**src/rtl/reset_sequencer.sv**
```systemverilog
// Ordered, stretched reset generator for NUM_DOMAINS block resets with soft-reset drain,
// drain timeout, done/busy flags and a record of the last reset cause.
module reset_sequencer #(
  parameter int unsigned NUM_DOMAINS    = 4,
  parameter int unsigned SYNC_STAGES    = 2,
  parameter int unsigned STRETCH_CYCLES = 128,
  parameter int unsigned STAGE_GAP      = 8,
  parameter int unsigned DRAIN_TIMEOUT  = 1024
) (
  input  logic                   aclk,
  input  logic                   aresetn,
  input  logic                   soft_rst_req,
  input  logic                   quiesce_i,
  output logic [NUM_DOMAINS-1:0] rst_n_o,
  output logic                   rst_done,
  output logic                   busy,
  output logic [1:0]             last_cause
);

  localparam int unsigned MaxSg   = (STRETCH_CYCLES > STAGE_GAP) ? STRETCH_CYCLES : STAGE_GAP;
  localparam int unsigned MaxTerm = (MaxSg > DRAIN_TIMEOUT) ? MaxSg : DRAIN_TIMEOUT;
  localparam int unsigned CntW    = $clog2(MaxTerm + 1) + 1;
  localparam int unsigned SyncW   = SYNC_STAGES - 1;

  localparam logic [CntW-1:0] StretchLast = CntW'(STRETCH_CYCLES - 1);
  localparam logic [CntW-1:0] GapLast     = CntW'((STAGE_GAP == 0) ? 0 : STAGE_GAP - 1);
  localparam logic [CntW-1:0] DrainLast   = CntW'(DRAIN_TIMEOUT - 1);
  localparam logic [CntW-1:0] CntMax      = '1;

  localparam logic [SyncW-1:0]       SyncOne      = SyncW'(1);
  localparam logic [NUM_DOMAINS-1:0] AllReleased  = '1;
  localparam logic [NUM_DOMAINS-1:0] ReleaseFirst = NUM_DOMAINS'(1);

  typedef enum logic [2:0] {
    StPor,
    StHold,
    StRelease,
    StRun,
    StDrain
  } state_e;

  state_e                 state_q;
  logic [CntW-1:0]        cnt_q;
  logic [CntW-1:0]        cnt_inc;
  logic [SyncW-1:0]       sync_q;
  logic [NUM_DOMAINS-1:0] rst_n_q;
  logic                   done_q;
  logic                   busy_q;
  logic [1:0]             cause_q;

  always_comb begin
    cnt_inc = (cnt_q == CntMax) ? cnt_q : cnt_q + 1'b1;
  end

  // The POR->HOLD transition acts as the final synchroniser stage.
  always_ff @(posedge aclk or negedge aresetn) begin
    if (!aresetn) begin
      state_q <= StPor;
      cnt_q   <= '0;
      sync_q  <= '0;
      rst_n_q <= '0;
      done_q  <= 1'b0;
      busy_q  <= 1'b1;
      cause_q <= 2'b00;
    end else begin
      sync_q <= (sync_q << 1) | SyncOne;
      case (state_q)
        StPor: begin
          if (sync_q[SyncW-1]) begin
            state_q <= StHold;
            cnt_q   <= '0;
          end
        end
        StHold: begin
          if (cnt_q == StretchLast) begin
            state_q <= StRelease;
            cnt_q   <= '0;
            rst_n_q <= (STAGE_GAP == 0) ? AllReleased : ReleaseFirst;
          end else begin
            cnt_q <= cnt_inc;
          end
        end
        StRelease: begin
          if (rst_n_q == AllReleased) begin
            state_q <= StRun;
            done_q  <= 1'b1;
            busy_q  <= 1'b0;
          end else if (cnt_q == GapLast) begin
            // Released bits form a contiguous run from bit 0; extend it by one.
            rst_n_q <= rst_n_q | (rst_n_q << 1);
            cnt_q   <= '0;
          end else begin
            cnt_q <= cnt_inc;
          end
        end
        StRun: begin
          if (soft_rst_req) begin
            state_q <= StDrain;
            cnt_q   <= '0;
            done_q  <= 1'b0;
            busy_q  <= 1'b1;
          end
        end
        StDrain: begin
          if (quiesce_i || (cnt_q == DrainLast)) begin
            state_q <= StHold;
            cnt_q   <= '0;
            rst_n_q <= '0;
            cause_q <= quiesce_i ? 2'b01 : 2'b10;
          end else begin
            cnt_q <= cnt_inc;
          end
        end
        default: state_q <= StPor;
      endcase
    end
  end

  assign rst_n_o    = rst_n_q;
  assign rst_done   = done_q;
  assign busy       = busy_q;
  assign last_cause = cause_q;

endmodule

```
**config.mk**
```make
export PLATFORM = sky130hd
export DESIGN_NAME = reset_sequencer
export DESIGN_NICKNAME = d
export VERILOG_FILES = /design/src/rtl/reset_sequencer.sv
export SDC_FILE = /design/constraint.sdc
export NUM_CORES = 1
export LEC_CHECK = 0
export BUFFER_PORTS_ARGS = -buffer_cell sky130_fd_sc_hd__buf_2
export CAP_MARGIN = 20
export CORE_MARGIN = 2
export CORE_UTILIZATION = 63
export DETAILED_ROUTE_END_ITERATION = 12
export PLACE_DENSITY = 0.85
export RECOVER_POWER = 25
export SYNTH_ARGS = -nofsm -noshare
export SYNTH_HDL_FRONTEND = slang
export SYNTH_SLANG_ARGS = --single-unit
```
**constraint.sdc**
```tcl
create_clock -name aclk -period 3.4 [get_ports aclk]
set_clock_uncertainty 0.2 [all_clocks]
set_input_delay 0.34 -clock aclk [delete_from_list [all_inputs] [get_ports aclk]]
set_output_delay 0.34 -clock aclk [all_outputs]
set_load 0.01 [all_outputs]
```
==> results of run 1 <==
## state kept, by name (all words and copies together) (netlist names)
signal,count
sync_q,1
cnt_q,12
busy,1
state_q,3
last_cause,2
rst_done,1
rst_n_o,4
## final cells by class
cell class,count,area [um2]
clock buffers,3,22.5
clock inverters,1,30.0
fillers,165,652
inverters,5,18.8
multi-input cells,115,767
flip-flops and latches,24,602
well taps,28,35.0
repair buffers,12,63.8
## layout by cell type, fill, tap and decap left out, drive strengths merged, types with 2 or more instances in the layout
| master | instances |
|---|---|
| dfrtp | 23 |
| a21oi | 14 |
| nand2 | 12 |
| buf | 10 |
| nor2 | 9 |
| o21ai | 9 |
| nor3 | 8 |
| nand3 | 8 |
| nand4 | 6 |
| inv | 5 |
| nor4 | 5 |
| clkbuf | 4 |
| nand2b | 3 |
| nor2b | 3 |
| a22o | 3 |
| a211oi | 3 |
| or4 | 3 |
| or3 | 3 |
| and4 | 2 |
| and3 | 2 |
| a32o | 2 |
| o31ai | 2 |
| o41ai | 2 |
## routing by layer
metal  part of all wire  wire [um]
met1               0.45       1400
met5                  0          0
met3              0.039        119
met4              0.020         63
met2               0.49       1510
## stage by stage
stage          power, W  worst slack, ps
2_1_floorplan  0.000740             1390
3_3_place_gp   0.000770              986
3_5_place_dp   0.000797              863
4_1_cts         0.00101              835
5_1_grt         0.00107              571
6_report        0.00101              828
## report_power, final
part           leakage (nW)  switching (W)  total, W  internal, W
combinational         0.290       0.000235  0.000375     0.000139
sequential            0.314      0.0000886  0.000427     0.000339
clock                0.0279      0.0000880  0.000207     0.000119
total                 0.632       0.000412   0.00101     0.000597
## path summary, 6_finish.rpt
path | startpoint | end | slack (ps)
hold reg to reg | last_cause[0]$_DFFE_PN0P_ | last_cause[0]$_DFFE_PN0P_ | 310
setup reg to reg | state_q[0]$_DFFE_PN0P_ | cnt_q[6]$_DFFE_PN0P_ | 830
hold / removal | quiesce_i | last_cause[1]$_DFFE_PN0P_ | 60
min in group asynchronous | aresetn | rst_n_o[1]$_DFFE_PN0P_ | 580
setup / recovery | state_q[0]$_DFFE_PN0P_ | cnt_q[6]$_DFFE_PN0P_ | 830
max in group asynchronous | aresetn | cnt_q[8]$_DFFE_PN0P_ | 1700
## cells by family after synthesis
family | Yosys count | synth area share
muxes | 1 | 0.00697
xor gates and xnor gates | 1 | 0.00610
AOI/OAI and AO/OA | 42 | 0.213
other | 1 | 0.00261
buffers and inverters | 11 | 0.0470
and+or+nand+nor | 69 | 0.297
adders and majority gates | 1 | 0.00871
DFF | 24 | 0.419
==> impl_metrics.ini, run 1 <==
[synth]
netlist_area_um2 = 1440
syn_nets = 155
yosysTopAreaCell = dfrtp_1
avgSynthCellArea_um2 = 9.58
yosysTopAreaCellShare = 0.401
yosysWarningCount = 0
syn_inst = 150
synth_top_flop_cell = dfrtp_1
ys_types = 52
synth.area.top_cells = dfrtp_1 40%, a21oi_1 4.5%, nand2_1 3.1%, nor3_1 2.8%, o21ai_0 2.4%
async_flop_share = 1.00
synth_commonest_cells = 23 x dfrtp_1, 13 x a21oi_1, 12 x nand2_1
yosysMostFrequentCell = dfrtp_1
ys_ff_latch = 24
synth_enable_flop_cells = 0
ys_seq_area_frac = 0.419

[clock_tree]
post_cts_resized = 0
clk_latency_ps = 320
numClockSinks = 24
numCtsBuffers = 3
clkSlewWorstSetupHoldPaths_ps = 140
postCtsHoldBufs = 1
cts_buffer_depth = 2
cts_tree = yes
cts_max_level = 1
clock-root-buffer = clkbuf_4
cts_setup_buffers = 0

[sta]
drv_slew = 0
final.min_clock_period_ps = 2570
fmax_mhz = 389
relSlewSlack = 0.184
report.final.setup_viol = 0
finalHoldViolCount = 0
setup_tns_ps = 0
tightest_slew_ps = 1220
rsz0062_at_grt = false
fin_crit_sh = 0.757
whs_ps = 55.2

[setup_path]
cp_cell_sequence = nor3b_1 -> o22ai_1 -> nand3_2 -> a211oi_2 -> nor3_1
critPathTopFamily = compound AO/OA/AOI/OAI gates
cp-end-kind = register
cp_slowest_cell = a211oi_2
startpoint_type = register
worstSetupPathDepth = 5
slowest_delay_ps = 750
critPathKind = register to register
cp_num_buf_inv = 0
reg2reg_depth = 5
crit_required_ps = 3380
cp_max_fo = 15
cp.arrival_ps = 2550

[routing]
routedWlPerCell_um = 16.4
drtIter0Drc = 33
firstDrtPassIters = 5
drc = 0
final_antenna_net_count = 0
vias_per_cell = 6.54
wl_um = 3090
vias = 1229

[floorplanning]
core_um2 = 2190
num_rows = 17
ioPinCount = 12
chipHeight_um = 51.8
die_area_um2 = 2680
initial_core_util = 0.656
chipWidth_um = 51.8

[power]
powerDensity_nw_per_um2 = 656
max-vdd-ir-drop_mv = 0.441
p_leak_nw = 0.632

[global_route]
antenna_found_initial = 0
met1_usage = 0.379
grt_max_degree = 25
gr-usage-met3 = 0.0316
gr-total-overflow = 0
grt_pass1_wl_um = 5420
use_met2 = 0.434
grt_usage = 0.272
grt_pass1_vias = 1170
busiest_layer = met2

[place]
dp.final_hpwl_um = 2180
placedInstanceArea_um2 = 1480
port-buffer-count = 11
place_congestion = 0.876
dp_cells = 183

[hold_path]
min_path_type = primary input to register
min_path_cells = 2

[layout]
n_antenna_cell = 0
final_area_um2 = 1540
drive_gt1_frac = 0.194
nets = 166
area_growth_pct = 7.14
final_util = 0.702
finalNonFillerCells = 188

[outcome]
status = finished clean

[flow_run]
maxCapViolations = 0
Note: power is estimated with default switching activity, not from simulation.
==> inputs of run 2 (changes only) <==
--- a/config.mk
+++ b/config.mk
@@ -8,9 +8,9 @@
 export BUFFER_PORTS_ARGS = -buffer_cell sky130_fd_sc_hd__buf_2
 export CAP_MARGIN = 20
 export CORE_MARGIN = 2
-export CORE_UTILIZATION = 63
+export CORE_UTILIZATION = 58
 export DETAILED_ROUTE_END_ITERATION = 12
-export PLACE_DENSITY = 0.85
+export PLACE_DENSITY = 0.8
 export RECOVER_POWER = 25
 export SYNTH_ARGS = -nofsm -noshare
 export SYNTH_HDL_FRONTEND = slang
==> constraint.sdc (replaced) <==
create_clock -name aclk -period 2.59 [get_ports aclk]
set_clock_uncertainty 0.2 [all_clocks]
set_input_delay 0.259 -clock aclk [delete_from_list [all_inputs] [get_ports aclk]]
set_output_delay 0.259 -clock aclk [all_outputs]
set_load 0.01 [all_outputs]
==> run 2 against run 1 <==
Worst setup slack worse by 520 ps. Hold slack worse by 9.3 ps. Sequential power up 31%. Design area up 0.73%. Combinational power up 36%. Clock power down 2%. Via count down 0.41%. Non-clock buffer count up 3. Cell count up 2.7%. Largest power group unchanged.
==> impl_metrics.ini, run 2 (synthesis results as in run 1) <==
[floorplanning]
die_area_um2 = 2890
ioPinCount = 12
chipHeight_um = 53.8
initial_core_util = 0.596
core_um2 = 2410
num_rows = 18
chipWidth_um = 53.8

[global_route]
grt_usage = 0.235
gr-total-overflow = 0
grt_pass1_wl_um = 5010
grt_max_degree = 25
antenna_found_initial = 0
grt_pass1_vias = 1073

[power]
switchingPower_w = 0.000540
pwr-share-clk = 0.160
swShare = 0.425
p_leak_nw = 0.640
powerDensity_nw_per_um2 = 820
p_int_w = 0.000731
max-vdd-ir-drop_mv = 0.616
p_seq_frac = 0.439
combPwrFrac = 0.401

[clock_tree]
cts_tree = yes
numCtsBuffers = 3
numClockSinks = 24
clk_latency_ps = 320
clock-root-buffer = clkbuf_4
cts_max_level = 1
cts_buffer_depth = 2
clkSlewWorstSetupHoldPaths_ps = 150

[layout]
fillers = 190
mostFrequentLayoutCell = dfrtp_1
drive_gt1_frac = 0.202
top_register = cnt_q
register_area_um2 = 602
final_cell_mix = 23 x dfrtp_1, 13 x a21oi_1, 12 x nand2_1, 10 x buf_2
area_growth_pct = 7.93
largest_reg_flops = 12
n_antenna_cell = 0
nets = 169
multi_input_area_um2 = 767
final_util = 0.643

[setup_path]
crit_required_ps = 2600
reg2reg_slack_ps = 310
cp_max_fo = 15
cp.arrival_ps = 2290
startpoint_type = register
critPathKind = register to register
cp-end-kind = register

[routing]
firstDrtPassIters = 4
final_antenna_net_count = 0
wl_um = 2980
drc = 0
drtIter0Drc = 38
vias_per_cell = 6.34
vias = 1224
routedWlPerCell_um = 15.5

[outcome]
status = finished clean

[place]
dp.final_hpwl_um = 2130
port-buffer-count = 11
place_congestion = 0.859
dp_slack_ps = 352

[sta]
setup_tns_ps = 0
report.final.setup_viol = 0
tightest_slew_ps = 1260
setup_ws_ps = 308
finalHoldViolCount = 0
relSlewSlack = 0.163
rsz0062_at_grt = false
fin_crit_sh = 0.881
drv_slew = 0
fmax_mhz = 438
final.min_clock_period_ps = 2280

[flow_run]
maxCapViolations = 0

[hold_path]
min_path_type = primary input to register
-- run 2: cell count changes in the layout (fill, tap and decap cells not counted), sizes merged --
cell	change
dlygate4sd3	+1
bufinv	-1
buf	+2
clkbuf	+1
-- run 2: per-layer routing --
| metal | global-route usage | vias to the layer above | wire [um] |
|---|---|---|---|
| li1 | - | 600 | - |
| met1 | 0.354 | 583 | 1400 |
| met3 | 0.0333 | 6 | 133 |
| met4 | 0.0855 | 0 | 42 |
| met2 | 0.339 | 35 | 1410 |
| met5 | 0 | - | 0 |
-- run 2: critical path, stage by stage, from the launching register on --
cell     delay (ps)
dfrtp_1         590
nor3b_1         270
o22ai_1         270
nand3_2         160
or3_4           420
a22o_1          250
-- run 2: final timing paths --
kind	cells after the start	to	from
min reg2reg	2	last_cause[1]$_DFFE_PN0P_	last_cause[1]$_DFFE_PN0P_
min	3	busy$_DFFE_PN1P_	soft_rst_req
max	5	rst_n_o[3]$_DFFE_PN0P_	state_q[0]$_DFFE_PN0P_
max reg2reg	5	rst_n_o[3]$_DFFE_PN0P_	state_q[0]$_DFFE_PN0P_
max in group asynchronous	2	rst_n_o[1]$_DFFE_PN0P_	aresetn
min in group asynchronous	2	last_cause[1]$_DFFE_PN0P_	aresetn
-- run 2: cell type report --
cell class                      instances  area share
Multi-Input combinational cell        115       0.495
Sequential cell                        24       0.388
Timing Repair Buffer                   15      0.0573
Tap cell                               30      0.0242
Clock buffer                            4      0.0234
Inverter                                5      0.0121
-- run 2: through the flow --
stage,area [um2],hold WS (ps),std cells,power (W)
2_1_floorplan,1440,-237,150,0.000972
3_3_place_gp,1500,57.0,187,0.00104
3_5_place_dp,1500,64.2,187,0.00107
4_1_cts,1550,45.3,193,0.00127
5_1_grt,1550,57.6,193,0.00136
6_report,1550,45.9,193,0.00127
-- run 2: power groups by stage --
stage | clock network [W] | registers [W] | logic [W]
final | 0.000203 | 0.000559 | 0.000510
after global routing | 0.000220 | 0.000574 | 0.000566
after CTS | 0.000204 | 0.000557 | 0.000511
after detailed placement | 0 | 0.000564 | 0.000508
after global placement | 0 | 0.000557 | 0.000483
after floorplan | 0 | 0.000522 | 0.000449
-- run 2: repair_timing --
action                    CTS  global route
gates resized for setup     0             0
buffers inserted            0             0
hold buffers                2             0
hold endpoints to repair   24             0
